<file path="config.mk">
export PLATFORM = sky130hd
export DESIGN_NAME = scroll_display_sched
export DESIGN_NICKNAME = d
export VERILOG_FILES = /design/src/rtl/scroll_pkg.sv /design/src/rtl/tick_div.sv /design/src/rtl/scroll_display_sched.sv
export SDC_FILE = /design/constraint.sdc
export NUM_CORES = 1
export LEC_CHECK = 0
export BUFFER_PORTS_ARGS = -buffer_cell sky130_fd_sc_hd__buf_2
export CORE_ASPECT_RATIO = 2
export CORE_UTILIZATION = 45
export DETAILED_ROUTE_END_ITERATION = 10
export SETUP_SLACK_MARGIN = 0.05
export SLEW_MARGIN = 20
export SYNTH_ARGS = -nofsm -noshare
export SYNTH_HDL_FRONTEND = slang
export SYNTH_SLANG_ARGS = --single-unit
export TNS_END_PERCENT = 50
</file>
<file path="constraint.sdc">
create_clock -name clk -period 2.5 [get_ports clk]
set_input_delay 0.25 -clock clk [delete_from_list [all_inputs] [get_ports clk]]
set_output_delay 0.25 -clock clk [all_outputs]
set_load 0.05 [all_outputs]
</file>
<file path="src/rtl/scroll_pkg.sv">
// Shared types and constants for the scrolling seven-segment display sequencer.
package scroll_pkg;

    typedef enum logic [1:0] {
        IDLE,
        LOAD,
        RUN,
        HOLD
    } state_t;

    localparam int         NDIG      = 4;
    localparam int         BLANK_SYM = 0;
    localparam logic [3:0] EN_OFF    = 4'b1111;

    // Active-low one-cold anode pattern for digit d (d=0 is the rightmost digit).
    function automatic logic [NDIG-1:0] digit_en(input logic [1:0] d);
        return ~(NDIG'(1) << d);
    endfunction

endpackage

</file>
<file path="src/rtl/tick_div.sv">
// Modulo-DIV cycle counter with synchronous clear; tick is high during the terminal count.
module tick_div #(
    parameter int DIV = 4
) (
    input  logic clk,
    input  logic rst,
    input  logic clr,
    output logic tick
);

    localparam int W = $clog2(DIV);

    logic [W-1:0] cnt_q;

    assign tick = (cnt_q == W'(DIV - 1));

    always_ff @(posedge clk) begin
        if (!rst || clr) begin
            cnt_q <= '0;
        end else if (tick) begin
            cnt_q <= '0;
        end else begin
            cnt_q <= cnt_q + W'(1);
        end
    end

endmodule

</file>
<file path="src/rtl/scroll_display_sched.sv">
// Message buffer, scroll window and digit multiplexer for the 4-digit scrolling display.
// Optional end-of-message hold is enabled by defining SCROLL_HOLD_EN.
module scroll_display_sched
    import scroll_pkg::*;
#(
    parameter int REFRESH_DIV = 100_000,
    parameter int SCROLL_DIV  = 100_000_000,
    parameter int MSG_MAX     = 16,
    parameter int SYM_W       = 3,
    parameter int HOLD_STEPS  = 2
) (
    input  logic             clk,
    input  logic             rst,
    input  logic             wr_valid,
    output logic             wr_ready,
    input  logic [SYM_W-1:0] wr_sym,
    input  logic             wr_last,
    input  logic             start,
    input  logic             stop,
    output logic             busy,
    output logic [SYM_W-1:0] sym_out,
    output logic [3:0]       en,
    output logic             step_pulse,
    output logic             wrap_pulse
);

    localparam int PW = $clog2(MSG_MAX + 4);
    localparam int AW = $clog2(MSG_MAX);
    localparam int LW = $clog2(MSG_MAX + 1);

    if (REFRESH_DIV < 2 || SCROLL_DIV < 2 || HOLD_STEPS < 1) begin : g_param_check
        $error("scroll_display_sched: REFRESH_DIV/SCROLL_DIV must be >=2, HOLD_STEPS >=1");
    end

    state_t           state_q;
    logic [LW-1:0]    len_q;
    logic [AW-1:0]    wr_ptr_q;
    logic [PW-1:0]    pos_q;
    logic [1:0]       dig_q;
    logic             busy_q;
    logic             wr_ready_q;
    logic             step_q;
    logic             wrap_q;
    logic [3:0]       en_q;
    logic [SYM_W-1:0] sym_q;
    logic [SYM_W-1:0] msg_mem [MSG_MAX];

    logic             running;
    logic             r_tick;
    logic             s_tick;
    logic             wr_acc;
    logic [AW-1:0]    eff_ptr;
    logic             wr_close;
    logic             start_go;
    logic             step_ev;
    logic             at_end;
    logic [PW-1:0]    pos_d;
    logic [PW-1:0]    diff;
    logic             in_win;
    logic [SYM_W-1:0] sym_d;
    logic             show_d;

    assign running  = (state_q == RUN) || (state_q == HOLD);
    assign wr_acc   = wr_valid && wr_ready_q;
    // The first write of a message always lands in slot 0, whatever wr_ptr held before.
    assign eff_ptr  = (state_q == LOAD) ? wr_ptr_q : '0;
    assign wr_close = wr_last || (eff_ptr == AW'(MSG_MAX - 1));
    assign start_go = (state_q == IDLE) && start && !stop && !wr_acc && (len_q != '0);
    assign step_ev  = s_tick && running && !stop;
    assign at_end   = (pos_q == PW'(len_q) + PW'(3));
    assign pos_d    = at_end ? '0 : pos_q + PW'(1);

    // Digit d shows the symbol d places behind the window head; outside the message it is blank.
    assign diff   = pos_q - PW'(dig_q);
    assign in_win = (pos_q >= PW'(dig_q)) && (diff < PW'(len_q));
    assign sym_d  = in_win ? msg_mem[AW'(diff)] : SYM_W'(BLANK_SYM);
    assign show_d = (running && !stop) || start_go;

`ifdef SCROLL_HOLD_EN
    localparam int HW = $clog2(HOLD_STEPS + 1);
    logic [HW-1:0] hold_cnt_q;
    logic          hold_hit;
    assign hold_hit = (pos_d == PW'(len_q) - PW'(1));
`endif

    tick_div #(.DIV(REFRESH_DIV)) u_refresh_div (
        .clk  (clk),
        .rst  (rst),
        .clr  (!running),
        .tick (r_tick)
    );

    tick_div #(.DIV(SCROLL_DIV)) u_scroll_div (
        .clk  (clk),
        .rst  (rst),
        .clr  (!running),
        .tick (s_tick)
    );

    always_ff @(posedge clk) begin
        if (wr_acc) begin
            msg_mem[eff_ptr] <= wr_sym;
        end
    end

    always_ff @(posedge clk) begin
        if (!rst) begin
            state_q    <= IDLE;
            len_q      <= '0;
            wr_ptr_q   <= '0;
            pos_q      <= '0;
            busy_q     <= 1'b0;
            wr_ready_q <= 1'b1;
            step_q     <= 1'b0;
            wrap_q     <= 1'b0;
`ifdef SCROLL_HOLD_EN
            hold_cnt_q <= '0;
`endif
        end else begin
            step_q <= step_ev;
            wrap_q <= 1'b0;
            if (wr_acc) begin
                if (wr_close) begin
                    state_q  <= IDLE;
                    len_q    <= LW'(eff_ptr) + LW'(1);
                    wr_ptr_q <= '0;
                end else begin
                    state_q  <= LOAD;
                    len_q    <= '0;
                    wr_ptr_q <= eff_ptr + AW'(1);
                end
            end else if (start_go) begin
                state_q    <= RUN;
                busy_q     <= 1'b1;
                wr_ready_q <= 1'b0;
                pos_q      <= '0;
`ifdef SCROLL_HOLD_EN
                hold_cnt_q <= '0;
                if (len_q == LW'(1)) begin
                    state_q <= HOLD;
                end
`endif
            end else if (running && stop) begin
                state_q    <= IDLE;
                busy_q     <= 1'b0;
                wr_ready_q <= 1'b1;
                pos_q      <= '0;
            end else if (step_ev) begin
                case (state_q)
                    RUN: begin
                        pos_q  <= pos_d;
                        wrap_q <= at_end;
`ifdef SCROLL_HOLD_EN
                        if (hold_hit) begin
                            state_q    <= HOLD;
                            hold_cnt_q <= '0;
                        end
`endif
                    end
`ifdef SCROLL_HOLD_EN
                    HOLD: begin
                        if (hold_cnt_q == HW'(HOLD_STEPS - 1)) begin
                            state_q <= RUN;
                        end else begin
                            hold_cnt_q <= hold_cnt_q + HW'(1);
                        end
                    end
`endif
                    default: ;
                endcase
            end
        end
    end

    // Anode and symbol are registered together so a digit never shows its neighbour's code.
    always_ff @(posedge clk) begin
        if (!rst) begin
            en_q  <= EN_OFF;
            sym_q <= SYM_W'(BLANK_SYM);
            dig_q <= '0;
        end else if (show_d) begin
            en_q  <= digit_en(dig_q);
            sym_q <= sym_d;
            if (running && r_tick) begin
                dig_q <= dig_q + 2'd1;
            end
        end else begin
            en_q  <= EN_OFF;
            sym_q <= SYM_W'(BLANK_SYM);
            dig_q <= '0;
        end
    end

    assign wr_ready   = wr_ready_q;
    assign busy       = busy_q;
    assign sym_out    = sym_q;
    assign en         = en_q;
    assign step_pulse = step_q;
    assign wrap_pulse = wrap_q;

endmodule

</file>
# ---- Word-level counts from Yosys, hierarchy flattened
# Memory sizes are Yosys's and may differ from the RTL's. A register that Yosys moved wholly into a read port is not among the register bits.
# Cells that the tools add are included.
dict set report word_totals {
  register_bits 70
  mem_bits_rw 48
  out_inout_bits 11
  mem_count 1
}
# name depth width rd rd_ports_with_merged_regs write_ports line_no
set memory_table {}
lappend memory_table {msg_mem 16 3 1 1 1 scroll_display_sched.sv:46} ;# logic [SYM_W-1:0] msg_mem [MSG_MAX];
dict set report op_classes {
  add_sub_neg 8
  order_cmp 2
  eq_ne 7
  n_shift 1
  n_mux 18
  bitwise_logic 5
  n_reduce_logical 33
}
# operator count
set ops {}
lappend ops {{$mux 5} 6}
lappend ops {{$add 27x1->27 const B} 1}
lappend ops {{$eq 27x27->1 const B} 1}
lappend ops {{$add 17x1->17 const B} 1}
lappend ops {{$eq 17x17->1 const B} 1}
lappend ops {{$logic_and 1x1->1} 11}
lappend ops {{$reduce_bool 3->1} 3}
lappend ops {{$mux 4} 2}
lappend ops {{$mux 1} 7}
lappend ops {{$mux 2} 3}
lappend ops {{$reduce_and 3->1} 2}
lappend ops {{$reduce_or 6->1} 1}
lappend ops {{$add 4x1->5 const B} 1}
lappend ops {{$add 5x1->5 const B} 1}
lappend ops {{$add 5x2->5 const B} 1}
lappend ops {{$eq 5x5->1} 1}
lappend ops {{$ge 5x2->1} 1}
lappend ops {{$logic_not 1->1} 5}
lappend ops {{$lt 5x5->1} 1}
lappend ops {{$reduce_bool 5->1} 1}
lappend ops {{$sub 5x2->5} 1}
lappend ops {{$add 4x1->4 const B} 1}
lappend ops {{$eq 2x2->1 const B} 2}
lappend ops {{$eq 4x4->1 const B} 1}
lappend ops {{other kinds (10)} 18}

# ---- Depth between registers and ports, before layout
dict set report depth {
  ltp_word 8
  mapped_depth 10
}

# ---- Hierarchy
# From an unflattened synthesis, not the netlist that was laid out.
dict set report unflattened {
  hier_cells 530
  area_unflattened_um2 5691.7
}
# mod instances cells_each area_per_inst_um2
set by_module_without_submodules {}
lappend by_module_without_submodules {scroll_display_sched 1 286 3554.7}
lappend by_module_without_submodules {{tick_div (u_scroll_div)} 1 156 1335.0}
lappend by_module_without_submodules {{tick_div (u_refresh_div)} 1 88 802.0}

# ---- Least setup slack after synthesis
# No wires, ideal clock.
dict set report synth_path {
  path_kind {reg2reg}
  from {reg pos_q[0]}
  to {reg sym_q[1], in the netlist sym_out[1], read port of msg_mem}
  setup_time_ns 0.124
  t_arrival_ns 2.399
  t_required_ns 2.376
  setup_slack_ns -0.023
  path_stages_with_launch 8
  synth_period_minus_slack_ns 2.523
  path_cell_list {dfxtp_1 -> inv_1 -> ha_1 -> fa_1 -> clkbuf_1 -> mux4_1 -> mux4_1 -> nor2b_1}
}
dict set report synth_between {
  elab_chain_len 5
  word_cells_on_any_way 6
  classes_between {1 x add/sub; 2 x order compare; 3 x reduce/logical}
}
# element line_no
set synth_lines {}
lappend synth_lines {{start: declaration} scroll_display_sched.sv:38} ;# logic [PW-1:0] pos_q;
lappend synth_lines {{start signal: assignment} scroll_display_sched.sv:151} ;# pos_q <= pos_d;
lappend synth_lines {{$sub 5x2->5} scroll_display_sched.sv:74} ;# assign diff = pos_q - PW'(dig_q);
lappend synth_lines {{$lt 5x5->1} scroll_display_sched.sv:75} ;# assign in_win = (pos_q >= PW'(dig_q)) && (diff < PW'(len_q));
lappend synth_lines {{$logic_and 1x1->1} scroll_display_sched.sv:75}
lappend synth_lines {{$reduce_and 3->1 (no line)} --}
lappend synth_lines {{$logic_not 1->1 (no line)} --}
lappend synth_lines {{end: declaration} scroll_display_sched.sv:45} ;# logic [SYM_W-1:0] sym_q;
# Parallel ways exist; a longest one is shown, timed or not.
# A chain may end at the register's enable or synchronous reset.

# ---- Worst setup path in the final report
# Ends and elaborated chain as after synthesis.

==> flow_summary_export.csv <==
group,metric,value,unit
run_status,status,"complete, no violations",
yosys,synth_most_common_cell,"nor2_1",
finish,multi_input_area,2610,um^2
power,combPwrFrac,2.3,%
floorplan,fp.dieH,161,um
floorplan,coreArea,12300,um^2
placement,pre_cts_slack,127,ps
yosys,ys.flop_type,"dfxtp_1",
global_routing,grt_pass1_wl,20500,um
timing,hold_viol,0,
timing,fmax,428,MHz
finish,nets,588,
global_routing,grt_use_total,21.4,%
floorplan,io_pins,20,
detailed_routing,num_vias,4008,
setup_path,path_max_fanout,12,
power,max-vdd-ir-drop,0.461,mV
clock_network,cts_buffer_depth,2,
floorplan,die_w,81.5,um
yosys,synth_top_area_share,25.7,%
global_routing,grt-ovfl-total,0,
setup_path,path_class,"reg2reg",
power,switchingPower,1.05,mW
detailed_routing,routed-wl-met3,288,um
detailed_routing,avgViaCountPerCell,5.57,
yosys,postSynth.asyncResetShare,0,%
timing,fin_crit,2340,ps
clock_network,cts_tree,"yes",
timing,setup_ws,162,ps
placement,gp_congestion,0.802,
timing,worst_slew_pin_slew,800,ps
clock_network,clk_pin_slew_worst_paths,60,ps
yosys,synth.mux.area_fraction,7.04,%
yosys,ys_types,53,
detailed_routing,ant_nets,0,
finish,syn_to_final_growth,15.7,%
finish,register_area,2910,um^2
setup_path,cpLargestDelayFamily,"adder cells",
yosys,synth_common_cells,"76 x nor2_1, 73 x dfxtp_1, 48 x edfxtp_1",
power,seqPwrFrac,45.3,%
finish,drive_above_1_share,14.5,%
timing,fin_worst_skew,5.94,ps
yosys,synth_top_area_cell,"dfxtp_1",
finish,fillerInstances,1091,
setup_path,worst-path-buf-inv,2,
yosys,synthTopCellsByArea,"dfxtp_1 26%, edfxtp_1 25%, mux4_1 6.5%, nor2_1 5.0%, ha_1 4.2%",
power,intPower,3.50,mW
yosys,synth_xor_area_share,7.54,%
floorplan,num_rows,57,
detailed_routing,totalWireLength,12600,um
setup_path,critPathMaxStageDelay,610,ps
power,p_leak,2.32,nW
yosys,synth_top_family_by_area,"simple AND/OR/NAND/NOR gates",
detailed_routing,drtIter0Drc,218,
floorplan,initial_core_util,46.4,%
yosys,ys_warn_count,0,
yosys,ys_seq_area_share,51.0,%
setup_path,worstPathCellList,"inv_1 -> ha_2 -> fa_2 -> buf_12 -> mux4_1 -> mux4_1 -> nor2b_1",
setup_path,critPathLaunchType,"flip-flop",
placement,hpwl,9510,um
timing,fin_crit_sh,93.5,%
finish,n_antenna_cell,0,
yosys,synth_nets,555,
timing,relSlewSlack,46.6,%
yosys,synth_area,5690,um^2
detailed_routing,top_layer_used,"met4",
placement,place_area,5980,um^2
timing,setup_viol,0,
timing,rsz0062_at_grt,"no",
floorplan,die_area,13100,um^2
flow_run,maxCapViolations,0,
hold_path,hp-class,"in2reg",
yosys,synth_adder_area_share,4.53,%
global_routing,grt_pass1_vias,4108,
global_routing,antenna_found_initial,0,
yosys,ys_seq_elements,121,
clock_network,htreeDepth,4,
power,clockPowerShare,52.4,%
yosys,synth_edf_count,48,
detailed_routing,drtPass1Iterations,5,
timing,maxSlewViolCount,0,
detailed_routing,routed-wl-met2,7420,um
setup_path,worstPathArrival,2650,ps
finish,design_area,6580,um^2
yosys,yosys.area_share.simple,20.4,%
clock_network,worstSkewPairLatency,410,ps
power,p_per_area,692,nW/um^2
detailed_routing,detail_route.wl_per_cell,17.6,um
yosys,synth_compound_area_share,6.18,%
timing,setup_tns,0,ps
yosys,synth_area_per_cell,10.8,um^2
setup_path,crit_slowest_cell,"fa_2",
detailed_routing,drc_errors,0,
clock_network,cts_root_buf,"clkbuf_16",
power,p_sw_share,23.1,%
setup_path,path_common_cell,"mux4_1",
setup_path,end_kind,"flip-flop",
yosys,syn_inst,526,
setup_path,required,2810,ps
clock_network,cts_sinks,121,
clock_network,cts_buffers,17,
placement,io_buffers,19,
global_routing,grt_max_degree,28,
detailed_routing,wl_met1,4520,um
[cells by family after synthesis]
| group | Yosys count |
|---|---|
| multiplexers | 16 |
| flip-flops | 121 |
| AO/OA/AOI/OAI | 54 |
| AND/OR/NAND/NOR | 226 |
| adder cells (fa/ha/maj) | 20 |
| buffers and inverters | 40 |
| XOR/XNOR | 49 |
[per-stage QoR]
step | utilization, % | power [mW] | hold WS, ps | cells
after floorplan | - | 2.17 | 349 | 526
after global placement | 48.8 | 2.21 | 425 | 686
after detailed placement | 48.8 | 2.21 | 430 | 686
after CTS | 53.5 | 4.59 | 195 | 718
after global routing | 53.7 | 4.68 | 222 | 719
final | 53.7 | 4.55 | 203 | 719
[tightest hold or removal path, stage by stage]
cell and delay [ps]:
buf_2 110, a211oi_1 50, a21oi_1 100, nor2b_1 50
[flip-flops by register name, summed over array words and instances, names as in the netlist]
name,flops
u_refresh_div.cnt_q,17
step_pulse,1
wr_ptr_q,4
sym_out,3
wrap_pulse,1
dig_q,2
u_scroll_div.cnt_q,27
busy,1
msg_mem,48
state_q,2
len_q,5
pos_q,5
wr_ready,1
en,4
[cells in the final DEF, fill, tap and decap left out, drive strengths merged, types with 8 or more instances in the layout]
cell type	Yosys	layout
xor2	24	24
xnor2	25	25
clkbuf	14	17
nand4	11	11
o21ai	14	14
a21oi	11	11
mux4	15	15
dfxtp	73	73
nand3	28	28
nand2	37	37
inv	18	28
and3	10	10
buf	8	36
nor3	8	8
nor2b	16	16
nor2	76	76
edfxtp	48	48
ha	19	19
[path summary, 6_finish.rpt]
kind                                          start                                 to  slack [ps]  cells past startpoint
setup / recovery              pos_q[0]$_SDFFE_PN0P_              sym_out[1]$_SDFF_PN0_         160                      7
hold / removal                              wr_last           wr_ptr_q[2]$_SDFFE_PN0P_         200                      4
setup reg to reg              pos_q[0]$_SDFFE_PN0P_              sym_out[1]$_SDFF_PN0_         160                      7
hold reg to reg   u_refresh_div.cnt_q[0]$_SDFF_PP0_  u_refresh_div.cnt_q[0]$_SDFF_PP0_         440                      1
[power by group through the flow]
stage	clock network, mW	registers [mW]	logic (mW)
after detailed placement	0	2.11	0.104
final	2.38	2.06	0.105
after CTS	2.42	2.06	0.105
after floorplan	0	2.11	0.0573
after global placement	0	2.11	0.104
after global routing	2.50	2.06	0.115
[timing repair]
| item | CTS | global route |
|---|---|---|
| endpoints found under the hold margin | 0 | 0 |
| hold buffers | 0 | 0 |
| endpoints found under the setup margin | 0 | 3 |
| setup buffers | 0 | 1 |
| gates resized for setup | 0 | 5 |
[per-layer routing]
metal  vias to the layer above  track usage, %
li1                       1960               -
met1                      1948            20.1
met2                        69            41.4
met3                        31            4.52
met4                         0            9.90
met5                         -               0
[final cells by class]
type	instances	share of cell area, %
inverters	18	1.03
clock buffers	17	6.46
well taps	147	2.79
repair buffers	36	3.57
flip-flops and latches	121	44.1
multi-input cells	365	39.6
clock inverters	15	2.36
Power figures use the tool's default switching activity.
